**config.mk**
```make
export PLATFORM = sky130hd
export DESIGN_NAME = fetch_unit_flat
export DESIGN_NICKNAME = d
export VERILOG_FILES = /design/src/rtl/fetch_pkg.sv /design/src/rtl/fetch_if.sv /design/src/rtl/fetch_fifo.sv /design/src/rtl/fetch_unit.sv /design/src/flat_wrapper.sv
export SDC_FILE = /design/constraint.sdc
export NUM_CORES = 1
export LEC_CHECK = 0
export ABC_CLOCK_PERIOD_IN_PS = 4800
export BUFFER_PORTS_ARGS = -buffer_cell sky130_fd_sc_hd__buf_2
export CAP_MARGIN = 0
export CORE_MARGIN = 2
export CORE_UTILIZATION = 49
export DETAILED_ROUTE_END_ITERATION = 16
export PLACE_DENSITY_LB_ADDON = 0.08
export SLEW_MARGIN = 20
export SYNTH_ARGS = -nofsm -noshare
export SYNTH_HDL_FRONTEND = slang
export SYNTH_SLANG_ARGS = --single-unit
export TNS_END_PERCENT = 100
```
**constraint.sdc**
```tcl
create_clock -name clk -period 4.8 [get_ports clk]
set_input_delay 0.96 -clock clk [delete_from_list [all_inputs] [get_ports clk]]
set_output_delay 0.96 -clock clk [all_outputs]
set_load 0.1 [all_outputs]
```
**src/rtl/fetch_pkg.sv**
```systemverilog
// rtl/fetch_pkg.sv - shared constants and fetch-entry type for the instruction fetch stage
package fetch_pkg;

   localparam int INSTR_BYTES = 4;
   localparam int PC_W        = 16;
   localparam int INSTR_W     = 32;

   typedef struct packed {
      logic [INSTR_W-1:0] instr;
      logic [PC_W-1:0]    pc;
   } fetch_entry_t;

endpackage

```
**src/rtl/fetch_if.sv**
```systemverilog
// rtl/fetch_if.sv - instruction-memory, redirect and decode-side handshake bundle of the fetch stage
interface fetch_if #(
   parameter int PC_WIDTH    = 16,
   parameter int INSTR_WIDTH = 32
);

   logic                   imem_req;
   logic [PC_WIDTH-1:0]    imem_addr;
   logic [INSTR_WIDTH-1:0] imem_rdata;
   logic                   redirect_valid;
   logic [PC_WIDTH-1:0]    redirect_pc;
   logic                   out_valid;
   logic                   out_ready;
   logic [INSTR_WIDTH-1:0] out_instr;
   logic [PC_WIDTH-1:0]    out_pc;
   logic [PC_WIDTH-1:0]    out_pc_plus4;

   modport master (
      output imem_req, imem_addr, out_valid, out_instr, out_pc, out_pc_plus4,
      input  imem_rdata, redirect_valid, redirect_pc, out_ready
   );

   modport slave (
      input  imem_req, imem_addr, out_valid, out_instr, out_pc, out_pc_plus4,
      output imem_rdata, redirect_valid, redirect_pc, out_ready
   );

endinterface

```
**src/rtl/fetch_fifo.sv**
```systemverilog
// rtl/fetch_fifo.sv - power-of-two instruction buffer with synchronous flush and occupancy count
module fetch_fifo #(
   parameter  int DEPTH = 2,
   parameter  int WIDTH = 48,
   localparam int AW    = $clog2(DEPTH),
   localparam int CW    = AW + 1
) (
   input  logic             clk,
   input  logic             rst,
   input  logic             push,
   input  logic [WIDTH-1:0] push_data,
   input  logic             pop,
   input  logic             flush,
   output logic [WIDTH-1:0] head_data,
   output logic [CW-1:0]    count
);

   logic [WIDTH-1:0] mem_q [DEPTH];
   logic [WIDTH-1:0] mem_d [DEPTH];
   logic [AW-1:0]    wr_q, wr_d, rd_q, rd_d;
   logic [CW-1:0]    count_q, count_d;

   always_comb begin
      mem_d   = mem_q;
      wr_d    = wr_q;
      rd_d    = rd_q;
      count_d = count_q;
      if (flush) begin
         wr_d    = '0;
         rd_d    = '0;
         count_d = '0;
      end else begin
         // When full, push and pop hit the same slot; the head is read before the edge overwrites it.
         if (push) begin
            mem_d[wr_q] = push_data;
            wr_d        = wr_q + AW'(1);
         end
         if (pop) begin
            rd_d = rd_q + AW'(1);
         end
         count_d = count_q + CW'(push) - CW'(pop);
      end
   end

   always_ff @(posedge clk or negedge rst) begin
      if (!rst) begin
         mem_q   <= '{default: '0};
         wr_q    <= '0;
         rd_q    <= '0;
         count_q <= '0;
      end else begin
         mem_q   <= mem_d;
         wr_q    <= wr_d;
         rd_q    <= rd_d;
         count_q <= count_d;
      end
   end

   assign head_data = mem_q[rd_q];
   assign count     = count_q;

endmodule

```
**src/rtl/fetch_unit.sv**
```systemverilog
// rtl/fetch_unit.sv - instruction fetch stage: PC, in-flight tracking, issue rule and redirect flush
module fetch_unit
   import fetch_pkg::*;
#(
   parameter int                  PC_WIDTH     = 16,
   parameter int                  INSTR_WIDTH  = 32,
   parameter logic [PC_WIDTH-1:0] RESET_VECTOR = '0,
   parameter int                  FIFO_DEPTH   = 2
) (
   input  logic    clk,
   input  logic    rst,
   fetch_if.master bus
);

   localparam int                  CW         = $clog2(FIFO_DEPTH) + 1;
   localparam int                  OW         = CW + 1;
   localparam int                  EW         = INSTR_WIDTH + PC_WIDTH;
   localparam logic [PC_WIDTH-1:0] STEP       = PC_WIDTH'(INSTR_BYTES);
   localparam logic [PC_WIDTH-1:0] ALIGN_MASK = ~PC_WIDTH'(INSTR_BYTES - 1);

   logic [PC_WIDTH-1:0] pc_q, pc_d;
   logic [PC_WIDTH-1:0] inflight_pc_q, inflight_pc_d;
   logic                inflight_q, inflight_d;
   logic [CW-1:0]       count;
   logic [EW-1:0]       head;
   logic [PC_WIDTH-1:0] head_pc;
   logic                out_valid, pop, push, issue;
   logic [OW-1:0]       occ;

   assign out_valid = (count != '0);
   assign pop       = out_valid && bus.out_ready;
   assign push      = inflight_q && !bus.redirect_valid;
   assign head_pc   = head[PC_WIDTH-1:0];

   always_comb begin
      // Slots still claimed after this cycle's pop; a new request may only take a free one.
      occ           = OW'(count) + OW'(inflight_q) - OW'(pop);
      issue         = rst && !bus.redirect_valid && (occ < OW'(FIFO_DEPTH));
      pc_d          = pc_q;
      inflight_d    = issue;
      inflight_pc_d = inflight_pc_q;
      if (bus.redirect_valid) begin
         pc_d = bus.redirect_pc & ALIGN_MASK;
      end else if (issue) begin
         pc_d          = pc_q + STEP;
         inflight_pc_d = pc_q;
      end
   end

   always_ff @(posedge clk or negedge rst) begin
      if (!rst) begin
         pc_q          <= RESET_VECTOR;
         inflight_q    <= 1'b0;
         inflight_pc_q <= '0;
      end else begin
         pc_q          <= pc_d;
         inflight_q    <= inflight_d;
         inflight_pc_q <= inflight_pc_d;
      end
   end

   fetch_fifo #(
      .DEPTH (FIFO_DEPTH),
      .WIDTH (EW)
   ) u_fifo (
      .clk       (clk),
      .rst       (rst),
      .push      (push),
      .push_data ({bus.imem_rdata, inflight_pc_q}),
      .pop       (pop),
      .flush     (bus.redirect_valid),
      .head_data (head),
      .count     (count)
   );

   assign bus.imem_req     = issue;
   assign bus.imem_addr    = pc_q;
   assign bus.out_valid    = out_valid;
   assign bus.out_instr    = out_valid ? head[EW-1:PC_WIDTH] : '0;
   assign bus.out_pc       = out_valid ? head_pc : '0;
   assign bus.out_pc_plus4 = out_valid ? head_pc + STEP : '0;

endmodule

```
**src/flat_wrapper.sv**
```systemverilog
// flat-port wrapper written by rule: the top's interface ports become plain ports
module fetch_unit_flat import fetch_pkg::*;
#(
   parameter int                  PC_WIDTH     = 16,
   parameter int                  INSTR_WIDTH  = 32,
   parameter logic [PC_WIDTH-1:0] RESET_VECTOR = '0,
   parameter int                  FIFO_DEPTH   = 2
)
  (clk, rst, bus_imem_req, bus_imem_addr, bus_out_valid, bus_out_instr, bus_out_pc, bus_out_pc_plus4, bus_imem_rdata, bus_redirect_valid, bus_redirect_pc, bus_out_ready);
  fetch_if #(.PC_WIDTH(PC_WIDTH), .INSTR_WIDTH(INSTR_WIDTH)) bus_i ();
  input  logic clk;
  input  logic rst;
  output wire logic [$bits(bus_i.imem_req)-1:0] bus_imem_req;
  output wire logic [$bits(bus_i.imem_addr)-1:0] bus_imem_addr;
  output wire logic [$bits(bus_i.out_valid)-1:0] bus_out_valid;
  output wire logic [$bits(bus_i.out_instr)-1:0] bus_out_instr;
  output wire logic [$bits(bus_i.out_pc)-1:0] bus_out_pc;
  output wire logic [$bits(bus_i.out_pc_plus4)-1:0] bus_out_pc_plus4;
  input wire logic [$bits(bus_i.imem_rdata)-1:0] bus_imem_rdata;
  input wire logic [$bits(bus_i.redirect_valid)-1:0] bus_redirect_valid;
  input wire logic [$bits(bus_i.redirect_pc)-1:0] bus_redirect_pc;
  input wire logic [$bits(bus_i.out_ready)-1:0] bus_out_ready;
  assign bus_imem_req = bus_i.imem_req;
  assign bus_imem_addr = bus_i.imem_addr;
  assign bus_out_valid = bus_i.out_valid;
  assign bus_out_instr = bus_i.out_instr;
  assign bus_out_pc = bus_i.out_pc;
  assign bus_out_pc_plus4 = bus_i.out_pc_plus4;
  assign bus_i.imem_rdata = bus_imem_rdata;
  assign bus_i.redirect_valid = bus_redirect_valid;
  assign bus_i.redirect_pc = bus_redirect_pc;
  assign bus_i.out_ready = bus_out_ready;
  fetch_unit #(.PC_WIDTH(PC_WIDTH), .INSTR_WIDTH(INSTR_WIDTH), .RESET_VECTOR(RESET_VECTOR), .FIFO_DEPTH(FIFO_DEPTH)) u_core (.clk(clk), .rst(rst), .bus(bus_i));
endmodule
```
# [Word-level counts from Yosys, hierarchy flattened]
# Cells that the tools add are included.
# Widths: inputs -> output; s select.
[op_classes] reduce_logical=12 eq_ne=0 shift=0 n_mul=0 n_div=0 addsub=8 order_cmp=4 mux=16 n_bitwise=3
[op_table] op="$mux 48" count=4
[op_table] op="$bwmux 96" count=1
[op_table] op="$mux 16" count=4
[op_table] op="$demux 48 s1" count=1
[op_table] op="$add 16x3->16 const B" count=2
[op_table] op="$mux 32" count=1
[op_table] op="$reduce_bool 2->1" count=4
[op_table] op="$logic_and 1x1->1" count=5
[op_table] op="$ge 2x2->1 const B" count=2
[op_table] op="$mux 1" count=4
[op_table] op="$not 1->2" count=2
[op_table] op="$reduce_and 2->1" count=2
[op_table] op="$add 2x1->3" count=1
[op_table] op="$lt 3x2->1 const B" count=1
[op_table] op="$sub 3x1->3" count=1
[op_table] op="$add 1x1->1 const B" count=2
[op_table] op="$add 2x1->2" count=1
[op_table] op="$lt 2x1->1 const B" count=1
[op_table] op="$mux 2" count=1
[op_table] op="$sub 2x1->2" count=1
[op_table] op="$logic_not 1->1" count=1
[op_table] op="$not 1->1" count=1
[totals] regBits=133 word_cells=51 mem_count=0 latch_bits=0 mem_bits_rw=0 input_bits=52 romBits=0

# [Depth between registers and ports, before layout]
[logic_depth] ltp_word=7 ltp_mapped=12

# [By module]
# Synthesis repeated with hierarchy kept, for this count alone.
[hier_totals] hier_cells=533 area_unflattened_um2=6432.4
[by_module_without_submodules] module="fetch_fifo" area_each_um2=4335.4 cells_per_inst=272 n_inst=1
[by_module_without_submodules] module="fetch_unit" area_each_um2=2097.0 cells_per_inst=261 n_inst=1

# [Worst setup path before layout]
# No wires, ideal clock.
[synth_path] kind="reg-to-output" from="register u_core.u_fifo.rd_q" to="output port bus_out_pc_plus4[12]" required_time_ns=3.840 arrival_ns=4.153 setup_slack_ns=-0.313 path_buffers=4 path_stages_with_launch=11 cell_sequence="dfrtp_1 buf_6 buf_2 buf_4 mux2_2 ha_1 inv_1 or4_1 buf_2 o31a_1 nor3_1"
[synth_between] elab_chain_cells=6
[synth_rtl] item="from (decl)" line="fetch_fifo.sv:20" text="logic [AW-1:0] wr_q, wr_d, rd_q, rd_d;"
[synth_rtl] item="from (signal assigned)" line="fetch_fifo.sv:54" text="rd_q <= rd_d;"
[synth_rtl] item="$not 1->2 (not written as such)" line="fetch_fifo.sv:59" text="assign head_data = mem_q[rd_q];"
[synth_rtl] item="$mux 48 (not written as such) (3 in series)" line="fetch_fifo.sv:59"
[synth_rtl] item="$add 16x3->16" line="fetch_unit.sv:81" text="assign bus.out_pc_plus4 = out_valid ? head_pc + STEP : '0;"
[synth_rtl] item="$mux 16" line="fetch_unit.sv:81"
[synth_rtl] item="to (decl)" line="flat_wrapper.sv:18" text="output wire logic [$bits(bus_i.out_pc_plus4)-1:0] bus_out_pc_plus4;"
# Every way passes these cells. The select of a mux whose other input is x is not followed.

# [Worst setup path in the final report]
[layout_path] from="register u_core.u_fifo.rd_q" to="output port bus_out_pc_plus4[10]"
# Same word-level chain as after synthesis.

==> impl_metrics.ini <==
[worst_setup_path]
crit_chain = buf_4 > mux2i_1 > or4_1 > a211o_1 > a21oi_1 > buf_2
cp-end-kind = output port
slowest_delay_ns = 0.69
crit_fanout = 38
cp.required_ns = 3.84
crit_type = reg -> out
cp.arrival_ns = 3.14
slowest_stage = or4_1
startpoint_type = flop

[sta]
setup_viol = 0
clock.fmax_mhz = 244
fin_worst_skew_ns = 0.00640
maxSlewViolCount = 0
final.min_clock_period_ns = 4.10
hold_viol = 0
rsz0062_at_grt = no
setup_slack_ns = 0.702
finalCritPeriodShare_pct = 85.4
relSlewSlack_pct = 38.9
worst_slew_pin_slew_ns = 0.916
setup_tns_ns = 0

[route]
vias = 4509
post_drt_via_cell_ratio = 5.37
drcViolationCount = 0
wl_per_cell_um = 16.1
drt-pass1-iter-count = 4
drt_iter0_drc = 284
ant_nets = 0
wirelength_um = 13500

[logic_synthesis]
yosys_warnings = 0
yosys.area.top_type = dfrtp_1
synth_edf_count = 0
synth_area_leaders = dfrtp_1, mux2_2, mux2i_1, nor2_1, nand2_1
yosys.area.top_type_share_pct = 51.0
synth_cell_types = 48
ys_seq_area_share_pct = 51.0
ys.flop_type = dfrtp_1
ys_ff_latch = 125
synth-async-reset-ratio_pct = 100
synthCells = 539
syn_area_per_cell_um2 = 11.4
synth.cell_area_um2 = 6130

[outcome]
outcome = completed

[finish]
area_growth_pct = 22.1
layoutNonFillerInstCount = 839
multi_input_area_um2 = 2820
diodes = 0
fillCellCount = 998
drive_gt1_share_pct = 39.8
final_nets = 715
register_area_um2 = 3130

[placement]
place_inst = 807
portBuffers = 125
place_ws_ns = 0.991
gp_congestion = 0.804
hpwlAfterDp_um = 9100

[clock_tree]
cts.clk_slew.worst_paths_ns = 0.05
cts_hold_buffers = 0
cts_num_sinks = 125
cts_resized = 0
post-cts-setup-buffers = 0
clk_latency_ns = 0.41
htree_levels = 4
cts_made_buffers = 17
tritoncts = built
clockBufferDepth = 2
cts_root_buffer = clkbuf_16

[flow_run]
drv_cap = 0

[floorplan]
io_pins = 134
fp.dieW_um = 116
fp-row-count = 40
die_h_um = 116
dieArea_um2 = 13400
core_region_area_um2 = 12100
start_util_pct = 50.6

[grt]
grt_max_degree = 87
antenna_found_initial = 0
gr-usage-all-layers_pct = 20.7
grt_pass1_vias = 4431
grt_overflow = 0
grt_pass1_wl_um = 21500

[min_path]
hold_path_class = reg -> reg
-- critical path: cells and delay by family (launching register included) --
kind / cells / cell delay [ns]
compound gates: 2 / 0.47
buf+inv: 2 / 0.91
flops: 1 / 0.41
mux: 1 / 0.25
simple gates: 1 / 0.69
-- metrics by stage --
step	utilization, %	hold slack, ns	area [um^2]
global route	61.8	0.511	7490
detailed placement	57.0	0.493	6900
global placement	57.0	0.483	6900
finish	61.8	0.502	7490
CTS	61.8	0.506	7480
floorplan	-	0.458	6170
-- path summary, 6_finish.rpt --
check / from / end / slack [ns] / cells after the start
worst max-delay path: u_core.u_fifo.rd_q$_DFFE_PN0P_ / bus_out_pc_plus4[10] / 0.70 / 6
worst min-delay path: u_core.inflight_pc_q[4]$_DFFE_PN0P_ / u_core.inflight_pc_q[4]$_DFFE_PN0P_ / 0.50 / 2
worst max register to register: u_core.u_fifo.count[1]$_DFF_PN0_ / u_core.bus.imem_addr[11]$_DFFE_PN0P_ / 1.91 / 10
worst min register to register: u_core.inflight_pc_q[4]$_DFFE_PN0P_ / u_core.inflight_pc_q[4]$_DFFE_PN0P_ / 0.50 / 2
max in group asynchronous: rst / u_core.u_fifo.rd_q$_DFFE_PN0P_ / 3.10 / 2
min in group asynchronous: rst / u_core.bus.imem_addr[2]$_DFFE_PN0P_ / 0.52 / 1
-- cells by family (layout without fill, tap and decap cells) --
family / after synthesis / after routing / synth area share (%)
flip-flops: 125 / 125 / 51.0
other: 1 / 6 / 0.0612
XOR/XNOR: 11 / 11 / 1.57
buffers and inverters: 48 / 175 / 3.86
AO/OA/AOI/OAI: 46 / 46 / 5.67
adder cells (fa/ha/maj): 5 / 5 / 1.14
AND/OR/NAND/NOR: 164 / 164 / 12.0
multiplexers: 139 / 139 / 24.6
-- state kept, by name, summed over array words and instances (netlist names) --
signal	cells
u_core.u_fifo.count	2
u_core.inflight_pc_q	14
u_core.inflight_q	1
u_core.u_fifo.mem_q	92
u_core.u_fifo.wr_q	1
u_core.bus.imem_addr	14
u_core.u_fifo.rd_q	1
-- layer usage --
layer | part of all wire [%] | GRT usage [%]
met3 | 5.4 | 4.65
met1 | 45 | 27.4
met5 | 0 | 0
met4 | 1.1 | 6.67
met2 | 49 | 34.0
-- cells in the final DEF (no fill, tap or decap), types with 6 or more instances in the layout --
cell / instances
buf_4: 8
mux2i_1: 43
nand4_1: 6
clkbuf_16: 17
nand3_1: 8
xor2_1: 6
buf_2: 123
o21ai_0: 13
a221o_1: 6
mux2_2: 96
nor3_1: 8
nand2_1: 52
nor2_1: 58
inv_1: 10
and2_1: 6
conb_1: 6
dfrtp_1: 124
-- synth_stat cells (2+ instances only) --
| cell | n |
|---|---|
| a221o_1 | 6 |
| a22o_1 | 2 |
| a41o_1 | 2 |
| and2_1 | 6 |
| and4_1 | 2 |
| buf_2 | 15 |
| buf_4 | 8 |
| clkbuf_1 | 14 |
| dfrtp_1 | 125 |
| ha_1 | 4 |
| inv_1 | 10 |
| mux2_2 | 96 |
| mux2i_1 | 43 |
| nand2_1 | 52 |
| nand3_1 | 9 |
| nand3b_1 | 4 |
| nand4_1 | 6 |
| nor2_1 | 59 |
| nor3_1 | 11 |
| nor4_1 | 5 |
| o211ai_1 | 3 |
| o21a_1 | 4 |
| o21ai_0 | 13 |
| o311ai_0 | 5 |
| o31a_1 | 2 |
| or2_2 | 2 |
| xnor2_1 | 5 |
| xor2_1 | 6 |
-- cell type report --
type / count / share of cell area [%]
Timing Repair Buffer: 133 / 9.44
Clock inverter: 12 / 1.96
Multi-Input combinational cell: 371 / 37.7
Inverter: 10 / 0.501
Sequential cell: 125 / 41.8
Tap cell: 168 / 2.81
Clock buffer: 20 / 5.83
Power is left out: the tool's default activity adds up to more than one toggle a clock period on the data nets, which glitch-free logic cannot reach.
